<file path="src/rtl/pipeline_front_end.sv">
// Front-end pipeline state for the 5-stage RV32I core: PC, IF/ID, ID/EX control/rd slice,
// ECALL-halt drain sequencing and a saturating stall-cycle counter.
module pipeline_front_end #(
  parameter logic [31:0] RESET_PC     = 32'h0000_0000,
  parameter logic [31:0] NOP_INST     = 32'h0000_0013,
  parameter int unsigned CTRL_W       = 8,
  parameter int unsigned DRAIN_CYCLES = 3
) (
  input  logic              clk,
  input  logic              reset,
  input  logic              PCWrite,
  input  logic              IF_ID_Write,
  input  logic              Hazard,
  input  logic [31:0]       imem_inst,
  input  logic [CTRL_W-1:0] id_ctrl,
  input  logic [4:0]        id_rd_idx,
  input  logic              halt_req,
  output logic [31:0]       pc,
  output logic [31:0]       IF_ID_inst,
  output logic [31:0]       IF_ID_pc,
  output logic              IF_ID_valid,
  output logic [CTRL_W-1:0] ID_EX_ctrl,
  output logic [4:0]        ID_EX_rd_idx,
  output logic              ID_EX_mem_read,
  output logic              ID_EX_reg_write,
  output logic              is_halted,
  output logic [31:0]       stall_count
);

  localparam int unsigned DCNT_W = (DRAIN_CYCLES < 2) ? 1 : $clog2(DRAIN_CYCLES + 1);
  localparam logic [DCNT_W-1:0] DRAIN_INIT = DCNT_W'(DRAIN_CYCLES);
  localparam logic [DCNT_W-1:0] DCNT_ONE   = DCNT_W'(1);

  localparam logic [1:0] ST_RUN    = 2'd0;
  localparam logic [1:0] ST_DRAIN  = 2'd1;
  localparam logic [1:0] ST_HALTED = 2'd2;

  logic [1:0]        state_q, state_d;
  logic [DCNT_W-1:0] dcnt_q, dcnt_d;
  logic [31:0]       pc_q, pc_d;
  logic [31:0]       if_id_inst_q, if_id_inst_d;
  logic [31:0]       if_id_pc_q, if_id_pc_d;
  logic              if_id_valid_q, if_id_valid_d;
  logic [CTRL_W-1:0] id_ex_ctrl_q, id_ex_ctrl_d;
  logic [4:0]        id_ex_rd_q, id_ex_rd_d;
  logic              halted_q, halted_d;
  logic [31:0]       stall_cnt_q, stall_cnt_d;
  logic              halt_accept;

  // Hazard beats a pending halt: the request is simply re-sampled next cycle.
  assign halt_accept = halt_req && !Hazard && if_id_valid_q;

  always_comb begin
    state_d       = state_q;
    dcnt_d        = dcnt_q;
    pc_d          = pc_q;
    if_id_inst_d  = if_id_inst_q;
    if_id_pc_d    = if_id_pc_q;
    if_id_valid_d = if_id_valid_q;
    id_ex_ctrl_d  = id_ex_ctrl_q;
    id_ex_rd_d    = id_ex_rd_q;
    halted_d      = halted_q;
    stall_cnt_d   = stall_cnt_q;

    case (state_q)
      ST_RUN: begin
        if (PCWrite) begin
          pc_d = pc_q + 32'd4;
        end
        if (IF_ID_Write) begin
          if_id_inst_d  = imem_inst;
          if_id_pc_d    = pc_q;
          if_id_valid_d = 1'b1;
        end
        if (Hazard) begin
          id_ex_ctrl_d = '0;
          id_ex_rd_d   = '0;
          if (stall_cnt_q != '1) begin
            stall_cnt_d = stall_cnt_q + 32'd1;
          end
        end else begin
          id_ex_ctrl_d = if_id_valid_q ? id_ctrl : '0;
          id_ex_rd_d   = id_rd_idx;
          if (halt_accept) begin
            if (DRAIN_CYCLES == 0) begin
              state_d  = ST_HALTED;
              halted_d = 1'b1;
            end else begin
              state_d = ST_DRAIN;
              dcnt_d  = DRAIN_INIT;
            end
          end
        end
      end

      ST_DRAIN: begin
        id_ex_ctrl_d = '0;
        id_ex_rd_d   = '0;
        dcnt_d       = dcnt_q - DCNT_ONE;
        if (dcnt_q == DCNT_ONE) begin
          state_d  = ST_HALTED;
          halted_d = 1'b1;
        end
      end

      ST_HALTED: begin
        id_ex_ctrl_d = '0;
        id_ex_rd_d   = '0;
      end

      default: begin
        state_d = ST_RUN;
        dcnt_d  = '0;
      end
    endcase
  end

  always_ff @(posedge clk) begin
    if (!reset) begin
      state_q       <= ST_RUN;
      dcnt_q        <= '0;
      pc_q          <= RESET_PC;
      if_id_inst_q  <= NOP_INST;
      if_id_pc_q    <= '0;
      if_id_valid_q <= 1'b0;
      id_ex_ctrl_q  <= '0;
      id_ex_rd_q    <= '0;
      halted_q      <= 1'b0;
      stall_cnt_q   <= '0;
    end else begin
      state_q       <= state_d;
      dcnt_q        <= dcnt_d;
      pc_q          <= pc_d;
      if_id_inst_q  <= if_id_inst_d;
      if_id_pc_q    <= if_id_pc_d;
      if_id_valid_q <= if_id_valid_d;
      id_ex_ctrl_q  <= id_ex_ctrl_d;
      id_ex_rd_q    <= id_ex_rd_d;
      halted_q      <= halted_d;
      stall_cnt_q   <= stall_cnt_d;
    end
  end

  assign pc              = pc_q;
  assign IF_ID_inst      = if_id_inst_q;
  assign IF_ID_pc        = if_id_pc_q;
  assign IF_ID_valid     = if_id_valid_q;
  assign ID_EX_ctrl      = id_ex_ctrl_q;
  assign ID_EX_rd_idx    = id_ex_rd_q;
  assign ID_EX_mem_read  = id_ex_ctrl_q[0];
  assign ID_EX_reg_write = id_ex_ctrl_q[1];
  assign is_halted       = halted_q;
  assign stall_count     = stall_cnt_q;

endmodule
</file>
<file path="config.mk">
export PLATFORM = sky130hd
export DESIGN_NAME = pipeline_front_end
export DESIGN_NICKNAME = d
export VERILOG_FILES = /design/src/rtl/pipeline_front_end.sv
export SDC_FILE = /design/constraint.sdc
export NUM_CORES = 1
export LEC_CHECK = 0
export ABC_AREA = 1
export CAP_MARGIN = 20
export CORE_MARGIN = 4
export CORE_UTILIZATION = 31
export CTS_CLUSTER_DIAMETER = 40
export CTS_CLUSTER_SIZE = 8
export DETAILED_ROUTE_END_ITERATION = 8
export SYNTH_ARGS = -nofsm -noshare
export SYNTH_HDL_FRONTEND = slang
export SYNTH_SLANG_ARGS = --single-unit
</file>
<file path="constraint.sdc">
create_clock -name clk -period 4.6 [get_ports clk]
set_input_delay 0.92 -clock clk [delete_from_list [all_inputs] [get_ports clk]]
set_output_delay 0.92 -clock clk [all_outputs]
set_load 0.005 [all_outputs]
</file>
# [After elaboration in Yosys (flattened, before gate mapping)]
# Index checks and enable logic that the tools add are counted.
[totals] word_cells=45 out_inout_bits=145 latch_bits=0 ramBits=0 rom_bits=0 memories=0 ff_bits=147 in_bits=51
[classes] shift=0 n_reduce_logical=12 magnitude_cmp=0 mux=12 n_div=0 n_bitwise=1 mul=0 add_sub_neg=3 eq_ne=7
[op_table] op="$add 32x1->32 const B" n=1
[op_table] op="$add 32x3->32 const B" n=1
[op_table] op="$ne 32x32->1 const B" n=1
[op_table] op="$mux 8" n=2
[op_table] op="$pmux 8 s2" n=1
[op_table] op="$pmux 2 s3" n=2
[op_table] op="$mux 2" n=5
[op_table] op="$pmux 5 s2" n=1
[op_table] op="$ne 2x2->1 const B" n=3
[op_table] op="$reduce_and 2->1" n=3
[op_table] op="$reduce_and 3->1" n=2
[op_table] op="$mux 5" n=1
[op_table] op="$eq 2x1->1 const B" n=2
[op_table] op="$reduce_and 4->1" n=1
[op_table] op="$eq 2x2->1 const B" n=1
[op_table] op="$logic_and 1x1->1" n=2
[op_table] op="$logic_not 2->1" n=1
[op_table] op="$reduce_bool 2->1" n=1
[op_table] op="$reduce_or 2->1" n=1
[op_table] op="$sub 2x1->2 const B" n=1
[op_table] op="$logic_not 1->1" n=1
[op_table] op="$not 1->1" n=1

# [Longest topological paths before layout]
# Gate-level depths: netlist of the first run.
[depth] ltp_word=6 depth_mapped=13 depth_no_buf=12

# [Least setup slack after synthesis of the first run]
# No wires, ideal clock.
[synth_timing] path_kind="input-to-reg" from="input reset" to="register state_q[1]" slack_ns=2.684 required_ns=4.454 stages=4 n_path_buf=2 arrival_time_ns=1.770 setup_time_ns=0.146 path_cell_list="inv_1 clkbuf_1 clkbuf_1 a21oi_1"
[synth_lines] element="start, declared" line_no="10" rtl="input logic reset,"
[synth_lines] element="end signal, assigned" line_no="131" rtl="state_q <= state_d;"
[synth_lines] element="end, declared" line_no="38" rtl="logic [1:0] state_q, state_d;"
# No word-level cell between the ends.

# [Worst setup path in the final report of the first run]
[layout_timing] from="register if_id_valid_q (netlist: IF_ID_valid)" to="output IF_ID_valid"
[layout_lines] element="start, declared" line_no="43" rtl="logic if_id_valid_q, if_id_valid_d;"
[layout_lines] element="start signal, assigned" line_no="136" rtl="if_id_valid_q <= if_id_valid_d;"
[layout_lines] element="end, declared" line_no="21" rtl="output logic IF_ID_valid,"
# No word-level cell between the ends.

==> run metrics, run 1 <==
CP Data Arrival Time 1.51 ns; CP max stage cell clkdlybuf4s50_1; final wirelength between 15000 and 20000 µm; HPWL after DPL between 10000 and 15000 µm; CP peak stage delay about 0.57 ns; global-route wire length before repair around 32000 µm; die height roughly 150 µm; Worst setup SP type flip-flop; worst r2r path cells 10; drc violations 0; core area about 21000 µm²; top_reg_cell synth dfxtp_1; final cell count without fillers 1397; Psw around 0.0010 W; Synth area leader dfxtp_1; Clk pin slew, worst setup/hold paths approximately 0.06 ns; n_diodes 0; DRT antenna net count 0; switching fraction of total power 26.9%; CTS root buf clkbuf_16; Post-synth EDFFs 0; total setup buffers inserted after CTS 0; register bit total from synthesis 143; Rows 53; final period utilization a little over half; RSZ-0062 raised after global routing no; Mapped Cells 936; Starting DRT DRC Count roughly 380; top-count cell post-synth nand2_1; upper clock frequency limit between 400 and 500 MHz; hold path cells 2; status complete, no violations; Crit. path cell count 1; warning count from the yosys run 0; Seq/Total Area, Yosys between 40% and 50%; die area around 24000 µm²; post-synth cell types 30; DR WL/cell about 14 µm; synthesized area per cell between 7 and 8 µm²; Pleak approximately 3.4 nW; setup_tns 0 ns; kind of cell adding the most delay to the critical path buffers and inverters; worst hold path class flip-flop to flip-flop; ys async rst share 0%; Clock Path Buffers 2; H-Tree Depth 4; Starting Density a little under a third; Layout Skew roughly 0.013 ns; io pins ~200; gpl congestion roughly 0.83; Setup crit end kind output pin; share of cells above drive strength 1 under 10%; Final min period ~2.4 ns; CTS tree done; Worst Path Class, Setup flip-flop to output pin; Hold Buf Count CTS 0; drt first pass iters 4; top-area cell type share of the netlist area approximately 43%; Post-CTS Resized 0; Flop pwr share about two fifths; I/O Buffers 191; CTS Buf Count 17; Max-Cap Viols 0; Die X around 150 µm; Max-slew headroom between 30 and 40%; vias in the first global route between 6000 and 7000; GRT Overall Usage 16.1%; PD cells a little over 400 nW/µm²; combinational share of power 20.3%; initial antenna violation count 0; Slew Viols, Final 0; P_int 0.00275 W; setup slack, reg-to-reg between 2 and 2.5 ns; worst vdd ir 0.200 mV; CP Cell Sequence clkdlybuf4s50_1; worst slew pin tran between 1 and 1.5 ns; Fin. Hold Viols 0; nets 1168; CP Buf/Inv Count 1; endpoints failing setup 0; Area contributors post-synth dfxtp_1 (43%), nand2_1 (11%), nor2_1 (11%); Clock Power Share slightly above 40%; CP Data Required Time between 3 and 4 ns; pin count of the biggest net entering global routing 86; # placed instances 1365; drt via density ~4.6; Syn-to-layout area delta 41.3%; via total after detailed routing around 6400; total global routing overflow 0; crit-path max FO 10; Post-synth top cells nand2_1 (189), nor2_1 (186), dfxtp_1 (143); mapped cell area 6600 µm²; clk_lat worst skew 0.43 ns; Sink Count around 140
per-stage QoR:
stage	power [W]	setup WS (ns)	instance area [µm²]	hold slack [ns]	util, %
3_5_place_dp	0.00227	1.72	8650	0.457	41.3
4_1_cts	0.00381	2.15	9310	0.467	44.4
3_3_place_gp	0.00225	1.76	8650	0.449	41.3
5_1_grt	0.00397	1.99	9330	0.494	44.5
2_1_floorplan	0.00189	2.68	6620	0.440	-
6_report	0.00377	2.17	9330	0.467	44.5
power by group through the flow:
stage / registers (W) / logic [W] / clock network, W
finish: 0.00146 / 0.000767 / 0.00154
global route: 0.00148 / 0.000858 / 0.00162
detailed placement: 0.00149 / 0.000777 / 0
global placement: 0.00149 / 0.000768 / 0
floorplan: 0.00149 / 0.000403 / 0
CTS: 0.00146 / 0.000781 / 0.00157
layout by cell type (no fill, tap or decap), types with 20 or more instances in the layout:
| cell type | netlist | final |
|---|---|---|
| dfxtp_1 | 143 | 143 |
| inv_1 | 68 | 68 |
| a21oi_1 | 62 | 62 |
| nor2_1 | 186 | 186 |
| nand4_1 | 21 | 21 |
| clkdlybuf4s50_1 | 0 | 190 |
| o21ai_0 | 86 | 86 |
| a21oi_2 | 20 | 20 |
| nand3_1 | 44 | 44 |
| nand2_1 | 189 | 189 |
layer usage:
layer / vias up / wire length [µm] / global-route usage (%)
li1: 3350 / - / -
met1: 2901 / 9150 / 21.3
met2: 154 / 9110 / 26.5
met3: 17 / 737 / 3.46
met4: 0 / 224 / 4.88
met5: - / 0 / 0
state kept, by name, summed over array words and instances (netlist names):
register / flops
IF_ID_inst: 32
ID_EX_ctrl: 8
dcnt_q: 2
IF_ID_pc: 30
ID_EX_rd_idx: 5
is_halted: 1
stall_count: 32
pc: 30
IF_ID_valid: 1
state_q: 2
cells by family after synthesis:
| family | after synthesis | share of synthesized area [%] |
|---|---|---|
| AND/OR/NAND/NOR | 479 | 31.0 |
| AO/OA/AOI/OAI | 173 | 14.4 |
| flip-flops | 143 | 43.3 |
| buffers and inverters | 118 | 7.90 |
| XOR/XNOR | 15 | 1.99 |
| adder cells (fa/ha/maj) | 7 | 1.33 |
| other | 1 | 0.0568 |
area by class of cell:
| type | instances | area, µm² |
|---|---|---|
| Inverter | 74 | 278 |
| Timing Repair Buffer | 196 | 1960 |
| Clock buffer | 21 | 470 |
| Fill cell | 2164 | 11600 |
| Tap cell | 275 | 344 |
| Clock inverter | 10 | 183 |
| Sequential cell | 143 | 2860 |
| Multi-Input combinational cell | 678 | 3230 |
final timing paths:
kind                                   endpoint            from
worst min register to register    ID_EX_ctrl[2]   ID_EX_ctrl[2]
worst min-delay path              ID_EX_ctrl[2]   ID_EX_ctrl[2]
worst max-delay path                IF_ID_valid     IF_ID_valid
worst max register to register  stall_count[24]  stall_count[0]
(Power assumes the default switching activity.)
==> inputs of run 2 (changes only) <==
==> constraint.sdc (replaced) <==
create_clock -name clk -period 2.4 [get_ports clk]
set_input_delay 0.48 -clock clk [delete_from_list [all_inputs] [get_ports clk]]
set_output_delay 0.48 -clock clk [all_outputs]
set_load 0.005 [all_outputs]
==> run metrics, run 2 (synthesized netlist as in run 1, its figures left out) <==
I/O Buffers 191 (unchanged); most frequent cells in the layout clkdlybuf4s50_1 (190), nand2_1 (189), nor2_1 (186) (unchanged); core area 21000 µm² (unchanged); RSZ-0062 raised after global routing no (unchanged); initial antenna violation count 0 (unchanged); Fin Hold WS 0.464 ns (was 0.467 ns); Post-CTS Resized 0 (unchanged); Layout Skew 0.00777 ns (was 0.0127 ns); setup slack, reg-to-reg 0.39 ns (was 2.27 ns); kind of cell adding the most delay to the critical path simple AND/OR/NAND/NOR gates (was buffers and inverters); crit-path max FO 24 (was 10); CP max stage cell dfxtp_1 (was clkdlybuf4s50_1); total global routing overflow 0 (unchanged); die height 154 µm (unchanged); Final min period about 2.0 ns; clk_lat worst skew 0.42 ns (was 0.43 ns); upper clock frequency limit roughly 500 MHz; Crit. path cell count 10 (was 1); worst vdd ir 0.497 mV (was 0.200 mV); Clock Path Buffers 2 (unchanged); final period utilization between 80 and 90%; worst hold path class flip-flop to flip-flop (unchanged); Die X 154 µm (unchanged); Clk pin slew, worst setup/hold paths 0.06 ns (about the same); io pins 196 (unchanged); CP Cell Sequence ha_1 > nand2_1 > nor2_4 > nand2_4 > nor2_4 > nand2_4 > nand2_4 > inv_2 > nand2_1 > a21oi_2 (was clkdlybuf4s50_1); CP Buf/Inv Count 1 (unchanged); DRT antenna net count 0 (unchanged); worst r2r path cells 10 (unchanged); Setup crit end kind flip-flop (was output pin); Starting DRT DRC Count 357 (was 376); die area 23700 µm² (unchanged); status complete, no violations (unchanged); Max-Cap Viols 0 (unchanged); pre-CTS WS 0.251 ns (was 1.72 ns); nets 1177 (was 1168); CP Data Required Time 2.69 ns (was 3.68 ns); PD cells 757 nW/µm² (was 404 nW/µm²); vias in the first global route 6276 (was 6297); HPWL after DPL 14000 µm (was 13700 µm); met1 Usage GRT 21.0% (was 21.3%); Worst Setup EP stall_count[16] (was IF_ID_valid); share of cells above drive strength 1 8.57% (was 7.75%); drt first pass iters 5 (was 4); drc violations 0 (unchanged); Syn-to-layout area delta 41.9% (was 41.3%); global-route wire length before repair 31600 µm (about the same); total setup buffers inserted after CTS 0 (unchanged); gpl congestion 0.851 (was 0.833); Starting Density 31.5% (unchanged); CTS tree done (unchanged); Worst Path Class, Setup flip-flop to flip-flop (was flip-flop to output pin); CP Data Arrival Time 2.30 ns (was 1.51 ns); PnR worst setup slack 0.389 ns (was 2.17 ns); Worst setup SP type flip-flop (unchanged); Sink Count 143 (unchanged); Layout fillers 2203 (was 2164); CTS root buf clkbuf_16 (unchanged); n_diodes 0 (unchanged); Critical Path Start stall_count[1] (was IF_ID_valid); met2 GRT Util 27.0% (was 26.5%); pin count of the biggest net entering global routing 86 (unchanged); endpoints failing setup 0 (unchanged); Fin. Hold Viols 0 (unchanged); Hold Buf Count CTS 0 (unchanged); via total after detailed routing 6528 (was 6422); final wirelength 19500 µm (was 19200 µm); CTS Buf Count 17 (unchanged); H-Tree Depth 4 (unchanged); GRT Overall Usage 16.1% (about the same); DR WL/cell 13.8 µm (about the same); reg-to-reg endpoint stall_count[16] (was stall_count[24]); R2R Path Start stall_count[1] (was stall_count[0]); drt via density 4.64 (was 4.60); most frequent CP cell nand2_4; commonest non-fill, non-tap cell in the layout clkdlybuf4s50_1 (unchanged); gr busiest metal met2 (unchanged); setup_tns 0 ns (unchanged); Pleak 3.45 nW (was 3.43 nW); met3 GRT Util 3.49% (was 3.46%); Rows 53 (unchanged); Slew Viols, Final 0 (unchanged); CP peak stage delay 0.39 ns (was 0.57 ns)
[run 2: final cells by class]
cell class | instances | area (µm²) | area share [%]
Multi-Input combinational cell | 678 | 3230 | 34.5
Sequential cell | 143 | 2860 | 30.5
Timing Repair Buffer | 205 | 2050 | 21.9
Clock buffer | 18 | 429 | 4.58
Tap cell | 275 | 344 | 3.67
Inverter | 74 | 278 | 2.96
Clock inverter | 14 | 180 | 1.92
[run 2: worst reg2reg max path, delay by kind of cell (launching register included)]
kind | cells | cell delay [ns]
and+or+nand+nor | 7 | 0.93
DFF | 1 | 0.39
adders and majority gates | 1 | 0.28
buffers and inverters | 1 | 0.21
AOI/OAI and AO/OA | 1 | 0.05
[run 2: worst min path at each step]
| stage | startpoint | to | slack (ns) | depth (start not counted) |
|---|---|---|---|---|
| 4_1_cts | ID_EX_ctrl[7] | ID_EX_ctrl[7] | 0.47 | 2 |
| 3_5_place_dp | dcnt_q[1] | dcnt_q[1] | 0.45 | 1 |
| 5_1_grt | reset | IF_ID_inst[4] | 0.48 | 2 |
| 3_3_place_gp | dcnt_q[1] | dcnt_q[1] | 0.45 | 1 |
| 6_report | dcnt_q[1] | dcnt_q[1] | 0.46 | 1 |
| 2_1_floorplan | dcnt_q[1] | dcnt_q[1] | 0.44 | 1 |
[run 2: layer usage]
layer	up-vias	part of all wire, %
met1	2958	46
met5	-	0
li1	3373	-
met3	21	4.6
met2	176	48
met4	0	1.3
[run 2: power breakdown]
group	switching, W	leakage [nW]	internal [W]	total (W)
combinational	0.000787	1.99	0.000771	0.00156
clock	0.00109	0.292	0.00165	0.00275
sequential	0.000148	1.17	0.00264	0.00279
[run 2: stage by stage]
| stage | instance area (µm²) | std cells | utilization (%) | power, W |
|---|---|---|---|---|
| finish | 9370 | 1407 | 44.7 | 0.00710 |
| global route | 9370 | 1407 | 44.7 | 0.00749 |
| CTS | 9370 | 1407 | 44.7 | 0.00722 |
| detailed placement | 8760 | 1375 | 41.8 | 0.00443 |
| global placement | 8760 | 1375 | 41.8 | 0.00441 |
| floorplan | 6620 | 939 | - | 0.00363 |
==> RTL edit: new RTL, config.mk and constraints of run 1 <==
Reset style: asynchronous (`reset`), changed in one clocked block.
--- a/src/rtl/pipeline_front_end.sv
+++ b/src/rtl/pipeline_front_end.sv
@@ -115,7 +115,7 @@
     endcase
   end
 
-  always_ff @(posedge clk) begin
+  always_ff @(posedge clk or negedge reset) begin
     if (!reset) begin
       state_q       <= ST_RUN;
       dcnt_q        <= '0;
Check against the original RTL: differs if reset is asserted again (counterexample within 4 cycles, from zero or initial values and one cycle with reset low); with reset held inactive, the same outputs for 10 cycles.
==> RTL edit against run 1 <==
  * Synthesized cell count decreased by 15%
  * Routed wire length shrank 4.0%
  * Area after synthesis increased by 4.5%
  * Setup slack gained 0.029 ns
  * Cell area increased by 3.4%
  * Sequential cell count is the same
  * Die area up 4.3%
Power is not compared: it rests on default switching activity, and its combinational part moved more than twofold at a synthesized area within 25%.
==> RTL edit: results (changes against run 1) <==
run_status:
  status: "finished clean"
worst_setup_path:
  timing.rr.start: "state_q[0]$_DFFE_PN0P_"
  slowest_stage: "clkdlybuf4s50_1"
  reg2reg_depth: 5  # -5
  cp-endpoint: "pc[9]"
  critPathLaunch: "pc[9]$_DFFE_PN0P_"
  slowest_delay_ns: 0.56
  critPathTopFamily: "buffers and inverters"
  cp_max_fo: 6  # -4
  worstPathArrival_ns: 1.48  # -0.03 ns
  rrSetupSlack_ns: 2.29  # +0.02 ns
  r2r_end: "IF_ID_inst[5]$_DFFE_PN0P_"
synthesis:
  synthAdderAreaFrac: 0.0127  # -0.000575
  synth_compound_area_frac: 0.0297  # -0.114
  muxShareOfSynthArea: 0.0685  # +0.0685
  synth-main-ff-cell: "dfrtp_1"
  synthXorXnorAreaFrac: 0.0406  # +0.0207
  synth_commonest_cells: "nand2_1 (289), dfrtp_1 (140), inv_1 (70)"
  ys.warnings.count: 0  # unchanged
  seq_area_frac_synth: 0.519  # +0.0854
  ys_top_cells_by_area: "dfrtp_1 (51%), nand2_1 (16%), mux2_2 (6.9%)"
  ys_types: 31  # +3.3%
  synth_area_per_cell_um2: 8.69  # +23%
  synthArstFlopShare: 1.00  # +1.00
placement:
  placed_cells: 1249  # -8.5%
  port_buffers: 191  # unchanged
  pre_cts_slack_ns: 1.74  # +0.0207 ns
  place_hpwl_mm: 13.6  # -0.90%
  gp_congestion: 0.846  # +1.7%
  placed_cell_area_mm2: 0.00907  # +4.8%
route:
  wl_per_cell_um: 14.4  # +4.7%
  viasPerCell: 4.45  # -3.2%
  drtIter0Drc: 231  # -39%
  vias: 5699  # -11%
  first_pass_iters: 4  # unchanged
global_routing:
  grt_pass1_wl_mm: 29.6  # -6.5%
  grt.total_usage: 0.150  # -0.0108
  grt_max_degree: 100  # +16%
  grt_antenna_before_repair: 0  # unchanged
  grt_pass1_vias: 5769  # -8.4%
timing:
  fmax_mhz: 416  # +1.2%
  relSlewSlack: 0.357  # +0.0287
  clock_skew_ns: 0.0129  # +0.000242 ns
clock_tree:
  insertion_delay_ns: 0.42
  post_cts_buffers: 0  # unchanged
  ctsResizeCount: 0  # unchanged
  htree_levels: 4  # unchanged
  cts_buffers: 17  # unchanged
  clk_path_buf_depth: 2  # unchanged
  clk_pin_slew_ns: 0.07
  clock-root-buffer: "clkbuf_16"
pwr:
  leakage_uw: 0.00453
  ir_worst_vdd_v: 0.000199
final_layout:
  diodes: 0  # unchanged
  drive_above_1_share: 0.102  # +0.0244
  nets: 1046  # -10%
min_path:
  min_path_type: "flop to flop"
## RTL edit: cell types whose count changed in the layout (fill, tap and decap cells not counted), sizes merged, moves of 4 or more
cell	before	now
mux2	0	42
a21oi	82	0
nor2	195	72
inv	73	82
bufinv	5	0
nand4	21	13
clkbuf	21	17
dfxtp	143	0
nand2	207	297
nand3	44	39
dfrtp	0	140
o21ai	86	35
xor2	8	27
## RTL edit: final cells by class
cell class | count | area (µm²)
clock buffers | 17 | 425
clock inverters | 15 | 158
fillers | 2182 | 12200
inverters | 72 | 273
multi-input cells | 560 | 2910
flip-flops and latches | 143 | 3580
well taps | 280 | 350
repair buffers | 194 | 1950
## RTL edit: where the power goes
group / total, µW / internal [µW] / switching [µW]
logic: 69.8 / 38.3 / 31.5
registers: 1260 / 1260 / 0
clock network: 1350 / 729 / 625
## RTL edit: worst min-delay path by stage
stage | from | to | slack [ns] | cells after the start
2_1_floorplan | is_halted$_DFFE_PN0P_ | is_halted$_DFFE_PN0P_ | 0.46 | 2
5_1_grt | ID_EX_rd_idx[0]$_DFFE_PN0P_ | ID_EX_rd_idx[0]$_DFFE_PN0P_ | 0.50 | 2
4_1_cts | is_halted$_DFFE_PN0P_ | is_halted$_DFFE_PN0P_ | 0.48 | 2
3_3_place_gp | ID_EX_rd_idx[0]$_DFFE_PN0P_ | ID_EX_rd_idx[0]$_DFFE_PN0P_ | 0.46 | 2
3_5_place_dp | is_halted$_DFFE_PN0P_ | is_halted$_DFFE_PN0P_ | 0.46 | 2
6_report | is_halted$_DFFE_PN0P_ | is_halted$_DFFE_PN0P_ | 0.47 | 2
## RTL edit: metal layers
metal,share of wire,GRT usage
met5,0,0
met4,0.017,0.0422
met3,0.067,0.0542
met2,0.48,0.250
met1,0.44,0.185
